## src/rtl/spi_slave.sv

```systemverilog
// SPI slave engine: the responder end of the link driven by the SPI master.
//
// SCK, SS and MOSI are oversampled in the clk_in domain. One frame of
// DATA_WIDTH bits is shifted per SS-low window, and frames continue back to
// back while SS stays low. A single-entry TX holding buffer and a single-entry
// RX buffer face the register/bus front-end. All four CPOL/CPHA modes and
// MSB/LSB-first ordering are supported.
//
// Ports:
//   clk_in, rst_in          system clock, async active-high reset
//   spe_in                  enable; low forces DISABLE
//   cpol_in, cpha_in        SPI mode; lsbfe_in selects LSB-first
//   sck_in, ss_in, mosi_in  asynchronous SPI inputs (ss_in active-low)
//   miso_out, miso_oe_out   slave data out and pad enable
//   tx_data_in, tx_wr_in    TX buffer write; tx_empty_out status
//   rx_data_out, rx_full_out, rx_rd_in   RX buffer and read strobe
//   overrun_out, underrun_out, abort_out 1-cycle event pulses
//   busy_out                high while a transfer window is open
//
// state   | meaning
// DISABLE | spe_in low; shifter idle, buffers retained
// IDLE    | enabled, waiting for SS to fall
// SHIFT   | SS low, frames being shifted
module spi_slave #(
    parameter int DATA_WIDTH  = 8,
    parameter int SYNC_STAGES = 2
) (
    input  logic                  clk_in,
    input  logic                  rst_in,
    input  logic                  spe_in,
    input  logic                  cpol_in,
    input  logic                  cpha_in,
    input  logic                  lsbfe_in,
    input  logic                  sck_in,
    input  logic                  ss_in,
    input  logic                  mosi_in,
    output logic                  miso_out,
    output logic                  miso_oe_out,
    input  logic [DATA_WIDTH-1:0] tx_data_in,
    input  logic                  tx_wr_in,
    output logic                  tx_empty_out,
    output logic [DATA_WIDTH-1:0] rx_data_out,
    output logic                  rx_full_out,
    input  logic                  rx_rd_in,
    output logic                  overrun_out,
    output logic                  underrun_out,
    output logic                  abort_out,
    output logic                  busy_out
);

    localparam int CNT_W = $clog2(DATA_WIDTH + 1);

    typedef enum logic [1:0] {
        ST_DISABLE,
        ST_IDLE,
        ST_SHIFT
    } state_t;

    state_t state, state_next;

    logic [SYNC_STAGES-1:0] sck_sync, ss_sync, mosi_sync;
    logic                   sck_d, ss_d;
    logic                   sck_s, ss_s, mosi_s;
    logic                   lead_edge, trail_edge, sample_edge, shift_edge;
    logic                   ss_fall, ss_rise;

    logic [CNT_W-1:0]       bit_cnt;
    logic [DATA_WIDTH-1:0]  rx_sr, tx_sr, tx_buf, load_data;
    logic                   frame_done, start_load, reload, load_evt;

    function automatic logic first_bit(input logic [DATA_WIDTH-1:0] d, input logic lsb);
        return lsb ? d[0] : d[DATA_WIDTH-1];
    endfunction

    function automatic logic [DATA_WIDTH-1:0] advance(input logic [DATA_WIDTH-1:0] d,
                                                      input logic lsb);
        return lsb ? {1'b0, d[DATA_WIDTH-1:1]} : {d[DATA_WIDTH-2:0], 1'b0};
    endfunction

    // Synchronizers plus one extra stage on SCK/SS for edge detection.
    // SS resets high so that leaving reset never looks like a select.
    always_ff @(posedge clk_in or posedge rst_in) begin
        if (rst_in) begin
            sck_sync  <= '0;
            ss_sync   <= '1;
            mosi_sync <= '0;
            sck_d     <= 1'b0;
            ss_d      <= 1'b1;
        end else begin
            sck_sync  <= {sck_sync[SYNC_STAGES-2:0], sck_in};
            ss_sync   <= {ss_sync[SYNC_STAGES-2:0], ss_in};
            mosi_sync <= {mosi_sync[SYNC_STAGES-2:0], mosi_in};
            sck_d     <= sck_s;
            ss_d      <= ss_s;
        end
    end

    assign sck_s  = sck_sync[SYNC_STAGES-1];
    assign ss_s   = ss_sync[SYNC_STAGES-1];
    assign mosi_s = mosi_sync[SYNC_STAGES-1];

    assign lead_edge   = (sck_d == cpol_in) && (sck_s != cpol_in);
    assign trail_edge  = (sck_d != cpol_in) && (sck_s == cpol_in);
    assign sample_edge = cpha_in ? trail_edge : lead_edge;
    assign shift_edge  = cpha_in ? lead_edge : trail_edge;
    assign ss_fall     = ss_d && !ss_s;
    assign ss_rise     = !ss_d && ss_s;

    assign frame_done = spe_in && (state == ST_SHIFT) && (bit_cnt == CNT_W'(DATA_WIDTH));
    assign start_load = spe_in && (state == ST_IDLE) && ss_fall;
    // A frame ending in the same cycle SS rises must not consume the buffer.
    assign reload     = frame_done && !ss_rise;
    assign load_evt   = start_load || reload;
    assign load_data  = tx_empty_out ? '0 : tx_buf;

    always_ff @(posedge clk_in or posedge rst_in) begin
        if (rst_in) begin
            state <= ST_DISABLE;
        end else begin
            state <= state_next;
        end
    end

    always_comb begin
        state_next = state;
        case (state)
            ST_DISABLE: if (spe_in) state_next = ST_IDLE;
            ST_IDLE:    if (ss_fall) state_next = ST_SHIFT;
            ST_SHIFT:   if (ss_rise) state_next = ST_IDLE;
            default:    state_next = ST_DISABLE;
        endcase
        if (!spe_in) state_next = ST_DISABLE;
    end

    assign miso_oe_out = (state == ST_SHIFT);
    assign busy_out    = (state == ST_SHIFT);

    always_ff @(posedge clk_in or posedge rst_in) begin
        if (rst_in) begin
            bit_cnt      <= '0;
            rx_sr        <= '0;
            tx_sr        <= '0;
            miso_out     <= 1'b0;
            tx_buf       <= '0;
            tx_empty_out <= 1'b1;
            rx_data_out  <= '0;
            rx_full_out  <= 1'b0;
            overrun_out  <= 1'b0;
            underrun_out <= 1'b0;
            abort_out    <= 1'b0;
        end else begin
            overrun_out  <= 1'b0;
            underrun_out <= 1'b0;
            abort_out    <= 1'b0;

            // A load sees the buffer as it was before any same-cycle write;
            // a write into an empty buffer during a load survives for later.
            if (load_evt && !tx_empty_out) begin
                tx_empty_out <= 1'b1;
            end else if (tx_wr_in && tx_empty_out) begin
                tx_buf       <= tx_data_in;
                tx_empty_out <= 1'b0;
            end
            if (load_evt && tx_empty_out) underrun_out <= 1'b1;

            if (frame_done) begin
                if (!rx_full_out || rx_rd_in) begin
                    rx_data_out <= rx_sr;
                    rx_full_out <= 1'b1;
                end else begin
                    overrun_out <= 1'b1;
                end
            end else if (rx_rd_in) begin
                rx_full_out <= 1'b0;
            end

            if (!spe_in) begin
                bit_cnt  <= '0;
                rx_sr    <= '0;
                tx_sr    <= '0;
                miso_out <= 1'b0;
            end else if (start_load) begin
                bit_cnt <= '0;
                rx_sr   <= '0;
                // CPHA=0 has no shift edge before the first sample, so the
                // first bit goes out with the output enable.
                if (cpha_in) begin
                    tx_sr <= load_data;
                end else begin
                    miso_out <= first_bit(load_data, lsbfe_in);
                    tx_sr    <= advance(load_data, lsbfe_in);
                end
            end else if (state == ST_SHIFT) begin
                if (ss_rise) begin
                    if ((bit_cnt != '0) && !frame_done) abort_out <= 1'b1;
                    bit_cnt <= '0;
                    rx_sr   <= '0;
                end else if (frame_done) begin
                    // Reloaded unshifted: the next shift edge presents bit one
                    // of the new frame in both CPHA settings.
                    bit_cnt <= '0;
                    tx_sr   <= load_data;
                end else begin
                    if (sample_edge) begin
                        rx_sr   <= lsbfe_in ? {mosi_s, rx_sr[DATA_WIDTH-1:1]}
                                            : {rx_sr[DATA_WIDTH-2:0], mosi_s};
                        bit_cnt <= bit_cnt + CNT_W'(1);
                    end
                    if (shift_edge) begin
                        miso_out <= first_bit(tx_sr, lsbfe_in);
                        tx_sr    <= advance(tx_sr, lsbfe_in);
                    end
                end
            end
        end
    end

endmodule

```

## config.mk

```make
export PLATFORM = sky130hd
export DESIGN_NAME = spi_slave
export DESIGN_NICKNAME = d
export VERILOG_FILES = /design/src/rtl/spi_slave.sv
export SDC_FILE = /design/constraint.sdc
export NUM_CORES = 1
export LEC_CHECK = 0
export ABC_AREA = 1
export ABC_CLOCK_PERIOD_IN_PS = 1700
export CORE_ASPECT_RATIO = 1.75
export CORE_UTILIZATION = 35
export DETAILED_ROUTE_END_ITERATION = 7
export SLEW_MARGIN = 20
export SYNTH_ARGS = -nofsm -noshare
export SYNTH_HDL_FRONTEND = slang
export SYNTH_SLANG_ARGS = --single-unit
```

## constraint.sdc

```tcl
create_clock -name clk_in -period 1.7 [get_ports clk_in]
set_clock_uncertainty 0.2 [all_clocks]
set_input_delay 0.34 -clock clk_in [delete_from_list [all_inputs] [get_ports clk_in]]
set_output_delay 0.34 -clock clk_in [all_outputs]
set_load 0.02 [all_outputs]
```

Yosys cells after proc, flatten, opt, wreduce, memory -nomap -nowiden
Index checks and enable logic that the tools add are counted.
{"block": "totals", "out_inout_bits": 16, "register_bits": 52, "wordCells": 122, "input_bits": 19}
{"block": "op_classes", "reduce_logical": 33, "muxes": 51, "n_addsub": 1, "n_bitwise": 1, "n_eq_ne": 19}
{"operator": "$mux W8", "count": 17}
{"operator": "$mux W1", "count": 24}
{"operator": "$mux W4", "count": 6}
{"operator": "$logic_and A1 B1 Y1", "count": 13}
{"operator": "$reduce_and A2 Y1", "count": 5}
{"operator": "$ne A3 B2 Y1 const B", "count": 3}
{"operator": "$ne A4 B1 Y1 const B", "count": 2}
{"operator": "$logic_not A1 Y1", "count": 6}
{"operator": "$mux W2", "count": 3}
{"operator": "$ne A3 B1 Y1 const B", "count": 2}
{"operator": "$ne A3 B3 Y1 const B", "count": 2}
{"operator": "$pmux W2 S3", "count": 1}
{"operator": "$reduce_and A3 Y1", "count": 2}
{"operator": "$ne A5 B1 Y1 const B", "count": 1}
{"operator": "$reduce_and A5 Y1", "count": 1}
{"operator": "$add A4 B1 Y4 const B", "count": 1}
{"operator": "$eq A4 B4 Y1 const B", "count": 1}
{"operator": "$ne A4 B3 Y1 const B", "count": 1}
{"operator": "$reduce_bool A2 Y1", "count": 2}
{"operator": "$reduce_bool A4 Y1", "count": 1}
{"operator": "$eq A1 B1 Y1", "count": 2}
{"operator": "$eq A2 B1 Y1 const B", "count": 1}
{"operator": "$eq A2 B2 Y1 const B", "count": 1}
{"operator": "$logic_not A2 Y1", "count": 1}
{"operator": "4 further kinds", "count": 6}

Depth between registers and ports, before layout
Gate-level depths: netlist of the first run.
{"block": "logic_depth", "word_depth": 10, "mapped_depth": 11, "mapped_depth_nobuf": 10}

Worst setup path before layout of the first run
Ideal clock, no wire load.
{"block": "synth_timing", "kind": "register to register", "startpoint": "register tx_empty_out", "endpoint": "register tx_sr[2]", "setup_slack_ns": -0.061, "stages_incl_launch_ff": 11, "arrival_ns": 1.444, "required_time_ns": 1.383, "synth_period_minus_slack_ns": 1.761, "path_cell_list": "dfstp_2 -> buf_2 -> clkinv_1 -> nand2_1 -> nand2_1 -> o21ai_0 -> nor2_1 -> nor2_1 -> nor2_1 -> nand2_1 -> nand2_1"}
{"block": "synth_via", "elab_chain_cells": 6}
{"element": "start, declared", "line_no": "41", "source": "output logic tx_empty_out,"}
{"element": "start signal, assigned", "line_no": "145", "source": "tx_empty_out <= 1'b1;"}
{"element": "start signal, assigned", "line_no": "159", "source": "tx_empty_out <= 1'b1;"}
{"element": "start signal, assigned", "line_no": "162", "source": "tx_empty_out <= 1'b0;"}
{"element": "$mux W8 (*)", "line_no": "114", "source": "assign load_data = tx_empty_out ? '0 : tx_buf;"}
{"element": "$mux W8", "line_no": "198", "source": "end else if (frame_done) begin"}
{"element": "$mux W8", "line_no": "194", "source": "if (ss_rise) begin"}
{"element": "$mux W8", "line_no": "193", "source": "end else if (state == ST_SHIFT) begin"}
{"element": "$mux W8 (*)", "line_no": "182", "source": "end else if (start_load) begin"}
{"element": "$mux W8 (*)", "line_no": "177", "source": "if (!spe_in) begin"}
{"element": "end signal, assigned", "line_no": "188", "source": "tx_sr <= load_data;"}
{"element": "end signal, assigned", "line_no": "191", "source": "tx_sr <= advance(load_data, lsbfe_in);"}
{"element": "end signal, assigned", "line_no": "202", "source": "tx_sr <= load_data;"}
{"element": "end, declared", "line_no": "68", "source": "logic [DATA_WIDTH-1:0] rx_sr, tx_sr, tx_buf, load_data;"}
Every way passes the cells marked *; elsewhere a longest branch is shown, timed or not. The select of a mux whose other input is x is not followed.
A chain may end at the register's enable or synchronous reset.

Final worst setup path of the first run
{"block": "layout_timing", "startpoint": "input port spe_in", "endpoint": "register bit_cnt[0]"}
{"block": "layout_via", "elab_chain_cells": 7}
{"element": "start, declared", "line_no": "30", "source": "input logic spe_in,"}
{"element": "$logic_and A1 B1 Y1 (2 in series)", "line_no": "109", "source": "assign frame_done = spe_in && (state == ST_SHIFT) && (bit_cnt == CNT_W'(DATA_WIDTH));"}
{"element": "$mux W4", "line_no": "198"}
{"element": "$mux W4", "line_no": "194"}
{"element": "$mux W4", "line_no": "193"}
{"element": "$mux W4", "line_no": "182"}
{"element": "$mux W4", "line_no": "177"}
{"element": "end signal, assigned", "line_no": "207", "source": "bit_cnt <= bit_cnt + CNT_W'(1);"}
{"element": "end, declared", "line_no": "67", "source": "logic [CNT_W-1:0] bit_cnt;"}
Several ways; a longest one is shown, not always the timed one. The select of a mux whose other input is x is not followed.

==> results of run 1 <==
## metrics by stage
stage,hold WS (ps),power [mW],std cells
6_report,152,4.09,551
3_5_place_dp,138,2.83,535
2_1_floorplan,131,2.38,382
4_1_cts,155,4.02,545
3_3_place_gp,136,2.80,535
5_1_grt,157,4.37,551
## per-layer routing
layer,global-route usage,part of all wire,vias up,wire (um)
met4,0.129,0.038,0,270
li1,-,-,1373,-
met1,0.160,0.38,1217,2670
met2,0.319,0.56,62,3920
met3,0.0263,0.027,21,187
met5,0,0,-,0
## placed cells by master, fill, tap and decap left out, types with 10 or more instances in the layout
cell             count
buf_4               36
nand3_1             37
o21ai_0             23
nand2_2             10
dfrtp_1             48
dlygate4sd2_1       14
inv_1               31
nand2_1            100
clkdlybuf4s50_1     14
nor2_1              41
## Yosys cell counts, drive strengths merged
master | instances | area (um2)
o21ai | 37 | 215
nand3 | 42 | 223
xnor2 | 1 | 8.76
dfrtp | 48 | 1200
inv | 39 | 146
dfstp | 4 | 105
a21boi | 2 | 18.8
a21oi | 9 | 56.3
o211ai | 9 | 67.6
nand3b | 1 | 7.51
ha | 2 | 25.0
nand4 | 2 | 12.5
nor2 | 48 | 198
clkinv | 1 | 3.75
or2 | 1 | 6.26
mux2 | 3 | 33.8
clkbuf | 3 | 11.3
buf | 11 | 70.1
xor2 | 1 | 8.76
nor4 | 1 | 6.26
nand2 | 116 | 465
nor3 | 1 | 5.00
## area by class of cell
| type | count | share of cell area |
|---|---|---|
| multi-input cells | 278 | 0.375 |
| clock inverters | 3 | 0.0105 |
| inverters | 40 | 0.0418 |
| clock buffers | 5 | 0.0308 |
| flip-flops and latches | 52 | 0.321 |
| well taps | 90 | 0.0277 |
| repair buffers | 83 | 0.193 |
## what timing repair did
| item | CTS | global route |
|---|---|---|
| buffers inserted | 2 | 3 |
| pin swaps | 5 | 8 |
| gates cloned | 1 | 3 |
| endpoints found under the setup margin | 48 | 31 |
| resized for setup | 39 | 41 |
## power breakdown
part,internal [mW],total [mW],switching [mW]
sequential,1.44,1.57,0.132
clock,0.692,1.14,0.453
combinational,0.591,1.38,0.784
total,2.73,4.09,1.37
## registers in the layout, indices dropped and copies added, names as in the netlist, 2 cells and up
| signal | flops |
|---|---|
| bit_cnt | 4 |
| tx_buf | 8 |
| mosi_sync | 2 |
| sck_sync | 2 |
| rx_sr | 8 |
| state | 2 |
| ss_sync | 2 |
| tx_sr | 8 |
| rx_data_out | 8 |
## worst reg2reg max path: cells and delay by family (launching register included)
family	cells	cell delay [ps]
buf+inv	1	50
flops	1	550
compound gates	1	230
simple gates	6	620
## how the worst max path moves through the flow
stage               slack, ps             end        from
floorplan                   4        rx_sr[0]        ss_d
global placement         -470        tx_sr[7]      spe_in
detailed placement       -540        tx_sr[5]      spe_in
CTS                       0.8  rx_data_out[2]  bit_cnt[0]
global route             -100      bit_cnt[0]      spe_in
finish                    -20      bit_cnt[0]      spe_in
## cells by family after synthesis
| group | after synthesis | share of synthesized area |
|---|---|---|
| muxes | 3 | 0.0117 |
| and+or+nand+nor | 212 | 0.319 |
| DFF | 52 | 0.451 |
| xor gates and xnor gates | 2 | 0.00605 |
| adders and majority gates | 2 | 0.00864 |
| buffers and inverters | 54 | 0.0799 |
| AOI/OAI and AO/OA | 57 | 0.124 |
==> summary.md, run 1 <==
| Metric | Value |
|---|---|
| Hold endpoint | `sck_sync[1]` |
| Min Tclk post-route | `around 1700 ps` |
| Core Box Area | `0.00796 mm2` |
| Power density over the cells | `1010 mW/mm2` |
| Worst VDD drop | `0.000930 V` |
| Max_slew headroom | `0.743` |
| RePlAce Congestion | `between 0.8 and 0.9` |
| Final setup fails | `13` |
| Worst hold path depth | `0` |
| Total grt overflow | `0` |
| Setup WS pre-CTS | `-541 ps` |
| Vias | `2673` |
| Area after DPL | `~0.0036 mm2` |
| Layout overhead on the synthesized area | `40.5%` |
| Clk buf depth | `2` |
| Mapped Nets | `403` |
| HPWL Detailed | `between 5000 and 6000 um` |
| Total CTS buffers | `5` |
| Syn avg cell area | `7.58 um2` |
| Filler cells | `770` |
| Worst reg2reg path depth | `8` |
| Startpoint types | `primary input` |
| All-Layer GR Usage | `0.169` |
| Ys Warns | `0` |
| # Max-Cap Violations | `0` |
| Crit-path max cell delay | `400 ps` |
| Worst skew pair latency | `~300 ps` |
| Antenna Violating Nets Remaining | `0` |
| Final core occ | `0.511` |
| CP Buf/Inv Count | `2` |
| # IOs | `35` |
| Type of the most critical hold path | `reg2reg` |
| Final WS setup | `-17.0 ps` |
| Wirelength per Cell | `12.8 um` |
| CP arrival | `1700 ps` |
| Post-synth cell types | `34` |
| Status | `complete, but fails checks` |
| Final period util | `1.01` |
| Pre-antenna DRT Iters | `6` |
| Sequential cell area | `between 0.001 and 0.0015 mm2` |
| Synthesized cell area | `just under 0.003 mm2` |
| Number of port buffers | `34` |
| Critical Path Fanout Max | `8` |
| Worst-margin pin slew | `385 ps` |
| Crit path required time | `1690 ps` |
| Placement Rows | `43` |
| Reg clk slew, reported paths | `70 ps` |
| Die area | `between 0.008 and 0.009 mm2` |
| Area of the multi-input gates | `0.00153 mm2` |
| Initial antenna violation count | `0` |
| Starting Density | `0.364` |
| RSZ-0062 raised after global routing | `true` |
| Crit. End Element | `flop` |
| Largest net degree at the start of global routing | `53` |
| Failing checks | `DRC, setup timing` |
| Detailed-route wire length | `7050 um` |
| Die height | `122 um` |
| Root buffer cell | `clkbuf_16` |
| Die width | `around 71 um` |
| Initial DRC count | `135` |
| H-tree depth | `2` |
| Antenna diodes | `0` |
| Vias in the first global route | `2697` |
| CTS tree | `yes` |
| Share of layout cells above drive strength 1 | `0.260` |
| Final Max Tran Viols | `0` |
| Crit path depth | `9` |
| #FFs+latches synth | `52` |
| Number of remaining DRC errors | `6` |
| Seq/Total Area, Yosys | `0.451` |
| Clock sink count | `52` |
| Leak Pwr | `2.07 nW` |
| CP cell instances | `clkdlybuf4s15_1 > nand3_1 > nor2_4 > nor2_4 > buf_4 > nand3_4 > nand2_2 > nand3_1 > nand2_1` |
| Worst r2r src | `ss_d` |
| Critical-path top delay cell | `clkdlybuf4s15_1` |
| Cells after Synth | `382` |
| Final Cell Area | `0.00407 mm2` |
| WS Path Type | `in2reg` |
| Setup TNS | `-95.3 ps` |
| Final Hold Fails | `0` |
| Reg-to-reg slack, setup | `-10 ps` |
| Delay-heaviest family, CP | `simple AND/OR/NAND/NOR gates` |
| Hold Crit Start | `sck_sync[0]` |
| # hold bufs at CTS | `0` |
| Fmax | `582 MHz` |
| First-pass GRT wire length | `11400 um` |
| Final net count | `481` |
| Via density | `about 4.9` |
| RR Endpoint | `tx_sr[2]` |
(Power assumes the default switching activity.)
==> run 2, diff against run 1 <==
- CORE_ASPECT_RATIO: 1.75 -> 0.6
==> summary.md, run 2 (synthesis gave the netlist of run 1 again) <==
| Metric | Value |
|---|---|
| Die height | `72.5 um` |
| H-tree depth | `2` |
| Worst skew pair latency | `300 ps` |
| Via density | `about 4.9` |
| Starting Density | `0.364` |
| RSZ-0062 raised after global routing | `true` |
| Worst hold slack | `151 ps` |
| Sequential cell area | `0.00131 mm2` |
| Final Max Tran Viols | `0` |
| Largest net degree at the start of global routing | `53` |
| Pre-antenna DRT Iters | `5` |
| Worst r2r src | `ss_d` |
| Final Hold Fails | `0` |
| Reg-to-reg slack, setup | `-30 ps` |
| Hold endpoint | `mosi_sync[1]` |
| Clk buf depth | `2` |
| Startpoint types | `primary input` |
| Most frequent CP cell | `nand2_1` |
| Worst hold path depth | `0` |
| Min Tclk post-route | `1740 ps` |
| Layout overhead on the synthesized area | `42.9%` |
| Crit path required time | `1730 ps` |
| Vias | `2756` |
| Worst VDD drop | `between 0.0004 and 0.0005 V` |
| Fmax | `between 500 and 600 MHz` |
| Total grt overflow | `0` |
| Delay-heaviest family, CP | `simple AND/OR/NAND/NOR gates` |
| Filler cells | `738` |
| Placement Rows | `25` |
| Core Box Area | `a little under 0.008 mm2` |
| Antenna Violating Nets Remaining | `0` |
| Type of the most critical hold path | `reg2reg` |
| Leak Pwr | `between 2 and 2.5 nW` |
| Status | `complete, but fails checks` |
| Pwr Total | `4.15 mW` |
| Worst-margin pin slew | `421 ps` |
| CP Buf/Inv Count | `1` |
| # IOs | `35` |
| Crit. End Element | `flop` |
| CTS tree | `yes` |
| WS Path Type | `in2reg` |
| RePlAce Congestion | `about 0.85` |
| Antenna diodes | `0` |
| Power density over the cells | `between 1000 and 1500 mW/mm2` |
| All-Layer GR Usage | `0.184` |
| Final net count | `480` |
| Initial antenna violation count | `0` |
| Setup WS pre-CTS | `-566 ps` |
| Clock sink count | `52` |
| Root buffer cell | `clkbuf_16` |
| Commonest non-fill, non-tap cell in the layout | `nand2_1` |
| Number of port buffers | `34` |
| Initial DRC count | `262` |
| Max_slew headroom | `0.719` |
| # Max-Cap Violations | `0` |
| Final WS setup | `-39.5 ps` |
| Hold Crit Start | `mosi_sync[0]` |
| First-pass GRT wire length | `roughly 12000 um` |
| CP arrival | `1770 ps` |
| Share of layout cells above drive strength 1 | `0.276` |
| Detailed-route wire length | `7450 um` |
| Reg clk slew, reported paths | `70 ps` |
| Area of the multi-input gates | `0.00158 mm2` |
| Critical-path top delay cell | `clkdlybuf4s15_1` |
| Crit-path max cell delay | `roughly 430 ps` |
| Wirelength per Cell | `13.1 um` |
| Final setup fails | `10` |
| Die width | `119 um` |
| CP cell instances | `clkdlybuf4s15_1 > nand2_1 > nor2_1 > nand2_4 > a21boi_4 > nand2_4 > nand2_8 > nand2_1 > nand2_1` |
| Final period util | `1.02` |
| Failing checks | `setup timing` |
| Number of remaining DRC errors | `0` |
| HPWL Detailed | `~5200 um` |
| Critical Path Fanout Max | `8` |
| Vias in the first global route | `2554` |
| Total CTS buffers | `5` |
| Worst reg2reg path depth | `8` |
| Die area | `0.00865 mm2` |
| Final core occ | `0.521` |
| Most frequent cells in the layout | `nand2_1, dfrtp_1, nor2_1` |
| RR Endpoint | `tx_sr[7]` |
-- run 2: changes by cell type in the layout (fill, tap and decap cells not counted), sizes merged --
cell and change:
clkdlybuf4s15 -1, clkinvlp -1, dlygate4sd2 +1, dlymetal6s2s -1, inv +1
-- run 2: area by class of cell --
cell class,instances,area share
Multi-Input combinational cell,278,0.382
Tap cell,108,0.0327
Clock inverter,3,0.0103
Clock buffer,5,0.0302
Inverter,40,0.0396
Timing Repair Buffer,82,0.190
Sequential cell,52,0.316
-- run 2: worst max-delay path by stage --
stage / startpoint / to / slack (ps) / cells after the start
floorplan: ss_d / rx_sr[0] / 4 / 8
global placement: spe_in / tx_sr[7] / -480 / 9
detailed placement: spe_in / tx_sr[7] / -570 / 9
CTS: tx_empty_out / tx_sr[2] / 4 / 10
global route: bit_cnt[0] / tx_sr[4] / -130 / 11
finish: spe_in / tx_sr[7] / -40 / 9
-- run 2: routing by layer --
layer / GRT usage / wire [um] / vias to the layer above
met3: 0.0377 / 421 / 7
li1: - / - / 1382
met5: 0 / 0 / -
met4: 0.0514 / 71 / 0
met1: 0.281 / 3860 / 1293
met2: 0.262 / 3090 / 74
-- run 2: worst register-to-register path: cells and delay by family, from the launching register on --
kind                   cells  cell delay, ps
AND/OR/NAND/NOR            6             640
buffers and inverters      1              60
flip-flops                 1             530
AO/OA/AOI/OAI              1             230
-- run 2: power by group --
part	internal, mW	leakage (nW)	switching [mW]
clock	0.693	0.0798	0.487
sequential	1.44	0.665	0.139
combinational	0.588	1.36	0.802
total	2.72	2.11	1.43
-- run 2: repair_timing --
action / in CTS / in global routing
hold buffers: 0 / 0
setup buffers: 2 / 2
gates resized for setup: 47 / 46
setup endpoints to repair: 47 / 30
pin swaps: 6 / 19
cloned: 2 / 1
-- run 2: stage by stage --
step | cell area (um2) | setup TNS (ps) | instances
floorplan | 2920 | 0 | 382
global placement | 3680 | -13780 | 553
detailed placement | 3680 | -15020 | 553
CTS | 3940 | 0 | 565
global route | 4140 | -2740 | 568
finish | 4140 | -194 | 568
